$ cat src/rtl/muldiv_unit.sv
// muldiv_unit: iterative radix-2 multiply / restoring divide unit that owns
// the HI/LO result register pair.
//
// Every operation takes WIDTH iterations in RUN, then one FIX cycle. The
// result appears in HI/LO WIDTH+1 cycles after the edge that accepts start.
// This latency is the same for every operation type, including divide by
// zero.
//
// Ports:
//   clk       rising-edge clock
//   reset     asynchronous, active-high; clears all state
//   start     request pulse, sampled only while busy=0
//   op[1:0]   bit0: 0=mult, 1=div; bit1: 1=signed (MULDIV_SIGNED_EN only)
//   a, b      multiplicand/dividend and multiplier/divisor, sampled with start
//   busy      operation in progress
//   done      one-cycle pulse when HI/LO hold a new result
//   div_zero  sticky; set when the last div had b==0, cleared on accepted start
//   hi, lo    mult: product {hi,lo}; div: hi=remainder, lo=quotient
//
// Configuration macro: MULDIV_SIGNED_EN. When it is defined, op[1] selects
// signed operation. When it is undefined, every operation is unsigned.

module muldiv_unit #(
  parameter int WIDTH = 32,
  parameter int CNT_W = $clog2(WIDTH + 1)
) (
  input  logic             clk,
  input  logic             reset,
  input  logic             start,
  input  logic [1:0]       op,
  input  logic [WIDTH-1:0] a,
  input  logic [WIDTH-1:0] b,
  output logic             busy,
  output logic             done,
  output logic             div_zero,
  output logic [WIDTH-1:0] hi,
  output logic [WIDTH-1:0] lo
);

  typedef enum logic [1:0] {IDLE = 2'd0, RUN = 2'd1, FIX = 2'd2} state_t;

  state_t             state;
  logic [CNT_W-1:0]   cnt;
  logic               is_div;
  // opb holds the multiplicand (mult) or the divisor (div), always as a magnitude.
  logic [WIDTH-1:0]   opb;
  // acc is {upper, lower}. Mult: {partial product, multiplier}. Div: {rem, quot}.
  logic [2*WIDTH-1:0] acc;

  logic [WIDTH-1:0]   a_mag;
  logic [WIDTH-1:0]   b_mag;

`ifdef MULDIV_SIGNED_EN
  logic a_neg;
  logic b_neg;
  logic neg_q;  // negate product / quotient: the operand signs differ
  logic neg_r;  // negate remainder: it takes the dividend's sign
  assign a_neg = op[1] & a[WIDTH-1];
  assign b_neg = op[1] & b[WIDTH-1];
  assign a_mag = a_neg ? -a : a;
  assign b_mag = b_neg ? -b : b;
`else
  logic unused_op1;
  assign unused_op1 = op[1];
  assign a_mag      = a;
  assign b_mag      = b;
`endif

  // One iteration step for each operation.
  logic [WIDTH:0]     mul_sum;
  logic [2*WIDTH-1:0] mul_next;
  logic [WIDTH:0]     rem_sh;
  logic [WIDTH-1:0]   rem_sub;
  logic [2*WIDTH-1:0] div_next;

  always_comb begin
    // NOTE: every always_comb output gets a default assignment first, so no path leaves it unassigned and infers a latch.
    mul_sum  = {1'b0, acc[2*WIDTH-1:WIDTH]} + {1'b0, opb};
    mul_next = acc[0] ? {mul_sum, acc[WIDTH-1:1]} : {1'b0, acc[2*WIDTH-1:1]};
    // The shifted remainder needs one extra bit for the compare. The
    // difference always fits in WIDTH bits, because it is smaller than the divisor.
    rem_sh   = {acc[2*WIDTH-1:WIDTH], acc[WIDTH-1]};
    rem_sub  = rem_sh[WIDTH-1:0] - opb;
    div_next = (rem_sh >= {1'b0, opb}) ? {rem_sub, acc[WIDTH-2:0], 1'b1}
                                       : {rem_sh[WIDTH-1:0], acc[WIDTH-2:0], 1'b0};
  end

  // Final result, formed during FIX.
  logic             divisor_zero;
  logic [WIDTH-1:0] res_hi;
  logic [WIDTH-1:0] res_lo;

  assign divisor_zero = (opb == '0);

  always_comb begin
    res_hi = acc[2*WIDTH-1:WIDTH];
    res_lo = acc[WIDTH-1:0];
`ifdef MULDIV_SIGNED_EN
    if (!is_div) begin
      if (neg_q) {res_hi, res_lo} = -acc;
    end else begin
      if (neg_q) res_lo = -acc[WIDTH-1:0];
      if (neg_r) res_hi = -acc[2*WIDTH-1:WIDTH];
    end
`endif
    // With a zero divisor every quotient bit is set and the remainder
    // is the dividend again, so hi=a needs no special handling. Forcing lo
    // to all ones also undoes any quotient sign negation.
    if (is_div && divisor_zero) res_lo = '1;
  end

  always_ff @(posedge clk or posedge reset) begin
    if (reset) begin
      state    <= IDLE;
      cnt      <= '0;
      is_div   <= 1'b0;
      opb      <= '0;
      acc      <= '0;
      busy     <= 1'b0;
      done     <= 1'b0;
      div_zero <= 1'b0;
      hi       <= '0;
      lo       <= '0;
`ifdef MULDIV_SIGNED_EN
      neg_q    <= 1'b0;
      neg_r    <= 1'b0;
`endif
    end else begin
      // NOTE: sequential state uses non-blocking assignments only, so every register samples pre-edge values.
      done <= 1'b0;
      case (state)
        IDLE: begin
          if (start) begin
            is_div   <= op[0];
            opb      <= op[0] ? b_mag : a_mag;
            acc      <= {{WIDTH{1'b0}}, (op[0] ? a_mag : b_mag)};
            cnt      <= CNT_W'(WIDTH);
            div_zero <= 1'b0;
            busy     <= 1'b1;
            state    <= RUN;
`ifdef MULDIV_SIGNED_EN
            neg_q    <= a_neg ^ b_neg;
            neg_r    <= a_neg;
`endif
          end
        end
        RUN: begin
          acc <= is_div ? div_next : mul_next;
          cnt <= cnt - CNT_W'(1);
          if (cnt == CNT_W'(1)) state <= FIX;
        end
        FIX: begin
          hi       <= res_hi;
          lo       <= res_lo;
          div_zero <= is_div & divisor_zero;
          done     <= 1'b1;
          busy     <= 1'b0;
          state    <= IDLE;
        end
        default: state <= IDLE;
      endcase
    end
  end

endmodule

$ cat config.mk
export PLATFORM = sky130hd
export DESIGN_NAME = muldiv_unit
export DESIGN_NICKNAME = d
export VERILOG_FILES = /design/src/rtl/muldiv_unit.sv
export SDC_FILE = /design/constraint.sdc
export NUM_CORES = 1
export LEC_CHECK = 0
export BUFFER_PORTS_ARGS = -buffer_cell sky130_fd_sc_hd__buf_2
export CAP_MARGIN = 10
export CORE_ASPECT_RATIO = 1.75
export CORE_MARGIN = 1
export CORE_UTILIZATION = 62
export CTS_BUF_LIST = sky130_fd_sc_hd__clkbuf_8
export DETAILED_ROUTE_END_ITERATION = 16
export GPL_ROUTABILITY_DRIVEN = 1
export PLACE_DENSITY = 0.95
export SETUP_SLACK_MARGIN = 0.5
export SYNTH_ARGS = -nofsm -noshare
export SYNTH_HDL_FRONTEND = slang
export SYNTH_SLANG_ARGS = --single-unit
$ cat constraint.sdc
create_clock -name clk -period 8.2 [get_ports clk]
set_input_delay 1.23 -clock clk [delete_from_list [all_inputs] [get_ports clk]]
set_output_delay 1.23 -clock clk [all_outputs]
set_load 0.02 [all_outputs]
==> impl_metrics.env <==
export IMPL_reg2reg_slack_ns=4.54
export IMPL_dp_cells=1776
export IMPL_arrival_ns=3.98
export IMPL_grt_max_degree=100
export IMPL_coreArea_sq_mm=0.0193
export IMPL_syn_area_per_cell_sq_um=8.29
export IMPL_drt_first_pass_iters=6
export IMPL_timing_critical_path_buf_inv=2
export IMPL_period_needed_ns=3.66
export IMPL_fp_dieW_microns=108
export IMPL_clkTransAtPathRegs_ns=0.09
export IMPL_grtUsageTotal=0.349
export IMPL_clockBufferDepth=2
export IMPL_ios=136
export IMPL_final_common_cell="nand2_1"
export IMPL_drtIter0Drc=870
export IMPL_period_share=0.447
export IMPL_drtAntennaViolNets=0
export IMPL_skew_ns=0.0164
export IMPL_critPathKind="flop to flop"
export IMPL_cp_max_fo=58
export IMPL_ys_warn_count=0
export IMPL_place_gp_congestion=0.937
export IMPL_cts_setup_buffers=0
export IMPL_synth_distinct_cells=81
export IMPL_syn_to_final_growth_pct=8.94
export IMPL_clock_latency_ns=0.48
export IMPL_critPathSlowestCell="buf_4"
export IMPL_ys_flop_type="dfrtp_1"
export IMPL_fin_area_sq_mm=0.0134
export IMPL_status="completed"
export IMPL_path_delay_family="compound AO/OA/AOI/OAI gates"
export IMPL_drv_cap=0
export IMPL_cp_required_ns=8.52
export IMPL_ys_async_sr_fraction=1.00
export IMPL_cts_resized=0
export IMPL_timing_hold_ws_ns=0.472
export IMPL_dieArea_sq_mm=0.0204
export IMPL_routed_wl_mm=34.1
export IMPL_hold_buffers=0
export IMPL_crit_path_start_kind="flop"
export IMPL_grt_pass1_vias=11300
export IMPL_synthCells=1482
export IMPL_grt_pass1_wl_mm=55.6
export IMPL_ys_seq_area_frac=0.351
export IMPL_p_leak_nw=6.60
export IMPL_grt_ovfl_total=0
export IMPL_end_kind="flop"
export IMPL_grt_antenna_before_repair=0
export IMPL_dp_hpwl_mm=24.9
export IMPL_setup_viol_count_final=0
export IMPL_utilization=0.694
export IMPL_cts_tree="done"
export IMPL_num_vias=11600
export IMPL_n_antenna_cell=0
export IMPL_fin_nets=1691
export IMPL_worstMarginPinSlew_ns=1.14
export IMPL_rsz0062_at_grt="false"
export IMPL_synth_edf_count=0
export IMPL_drv_slew=0
export IMPL_clockRootBuffer="clkbuf_8"
export IMPL_layout_drive_gt1_share=0.146
export IMPL_vdd_ir_drop_worst_v=0.000264
export IMPL_start_util=0.637
export IMPL_max_freq_mhz=273
export IMPL_port_buffers=134
export IMPL_finalHoldViolCount=0
export IMPL_h_tree_depth=4
export IMPL_synth_area_sq_mm=0.0123
export IMPL_hold_path_class="flop to flop"
export IMPL_final_setup_tns_ns=0
export IMPL_fp_row_count=67
export IMPL_synth_seq_cells=172
export IMPL_final_cells=1806
export IMPL_critPathMaxStageDelay_ns=0.52
export IMPL_cts_buffers=17
export IMPL_power_density_mw_per_mm2=499
export IMPL_crit_chain="inv_1 > ha_1 > a21o_1 > a31oi_1 > nor2_1 > nor3_1 > o31ai_2 > a21oi_4 > buf_4 > mux2_1 > a21oi_1 > o21ai_1"
export IMPL_cts_sinks=172
export IMPL_slew_headroom=0.239
export IMPL_dieHeight_microns=188
export IMPL_wl_per_cell_microns=18.9
export IMPL_post_dp_cell_area_sq_mm=0.0130
export IMPL_syn_nets=1619
export IMPL_drc_errors=0
export IMPL_vias_per_cell=6.41
export IMPL_most_common_layout_cells="296 x nand2_1, 171 x dfrtp_1, 134 x buf_2, 111 x o21ai_0, 95 x a21oi_1"
==> cell families after synthesis <==
kind of cell    count (synthesis)  synth area share
xor+xnor                       48            0.0342
fa+ha+maj                      68            0.0705
buf+inv                       146            0.0458
mux                           108            0.0914
flops                         172             0.351
compound gates                402             0.214
simple gates                  538             0.193
==> layer usage <==
layer  global-route usage  wire (microns)  up-vias
li1                     -               -     5446
met1                0.409           12700     5449
met2                0.584           16900      534
met3               0.0415            2050      149
met4                0.244            2440        0
met5                    0               0        -
==> area by class of cell <==
cell class                      count  area (sq um)
Multi-Input combinational cell   1164          7440
Fill cell                        1500          5900
Sequential cell                   172          4310
Timing Repair Buffer              146           761
Tap cell                          241           302
Clock buffer                       19           262
Inverter                           53           204
Clock inverter                     11          98.8
==> synthesized netlist by cell type, types with 4 or more instances <==
| master | instances | share of area |
|---|---|---|
| xor2_1 | 22 | 0.016 |
| a21o_1 | 39 | 0.024 |
| xnor2_1 | 26 | 0.019 |
| a21oi_1 | 95 | 0.039 |
| and2_1 | 6 | 0.0031 |
| nand4_1 | 14 | 0.0071 |
| nand2_1 | 297 | 0.091 |
| nor3_1 | 25 | 0.010 |
| o31ai_1 | 7 | 0.0043 |
| buf_1 | 9 | 0.0028 |
| clkbuf_1 | 75 | 0.023 |
| inv_1 | 52 | 0.016 |
| nor4_1 | 9 | 0.0046 |
| nand3_1 | 49 | 0.020 |
| nor2b_1 | 19 | 0.0097 |
| o21ai_1 | 12 | 0.0049 |
| a221o_1 | 5 | 0.0041 |
| or3_1 | 4 | 0.0020 |
| o21a_1 | 7 | 0.0043 |
| o211ai_1 | 22 | 0.013 |
| dfrtp_1 | 172 | 0.35 |
| nand2b_1 | 7 | 0.0036 |
| mux2_2 | 32 | 0.029 |
| nor2_1 | 80 | 0.024 |
| and3_1 | 9 | 0.0046 |
| o21bai_1 | 5 | 0.0031 |
| o21ai_0 | 111 | 0.045 |
| a32o_1 | 14 | 0.011 |
| mux2i_1 | 75 | 0.061 |
| a311oi_1 | 4 | 0.0029 |
| a211oi_1 | 15 | 0.0092 |
| a31oi_1 | 10 | 0.0051 |
| buf_2 | 8 | 0.0033 |
| ha_1 | 66 | 0.067 |
| a211o_1 | 9 | 0.0064 |
| a22o_1 | 7 | 0.0050 |
==> path summary, 6_finish.rpt <==
path | startpoint | endpoint | cells after the start
worst min-delay path | hi[28] | hi[28] | 2
worst min register to register | hi[28] | hi[28] | 2
worst max register to register | opb[6] | acc[38] | 12
min in group asynchronous | reset | lo[2] | 2
max in group asynchronous | reset | is_div | 4
worst max-delay path | opb[6] | acc[38] | 12
==> per-stage QoR <==
| step | power (mW) | worst slack (ns) |
|---|---|---|
| global placement | 5.82 | 4.72 |
| floorplan | 4.95 | 2.31 |
| CTS | 6.59 | 4.60 |
| global route | 7.20 | 4.33 |
| detailed placement | 5.97 | 4.64 |
| finish | 6.67 | 4.54 |
==> worst min-delay path: stages, from the launching register on <==
cell     delay [ns]
dfrtp_1        0.34
nand2_1        0.05
nand2_1        0.05
==> where the power goes <==
group	internal [mW]	switching, mW
clock network	0.252	0.319
registers	1.21	0.447
logic	1.81	2.64
total	3.27	3.41
==> state kept, by name, summed over array words and instances (netlist names) <==
name,cells
busy,1
cnt,6
opb,32
done,1
acc,64
state,2
is_div,1
lo,32
hi,32
div_zero,1
Note: power is estimated with default switching activity, not from simulation.
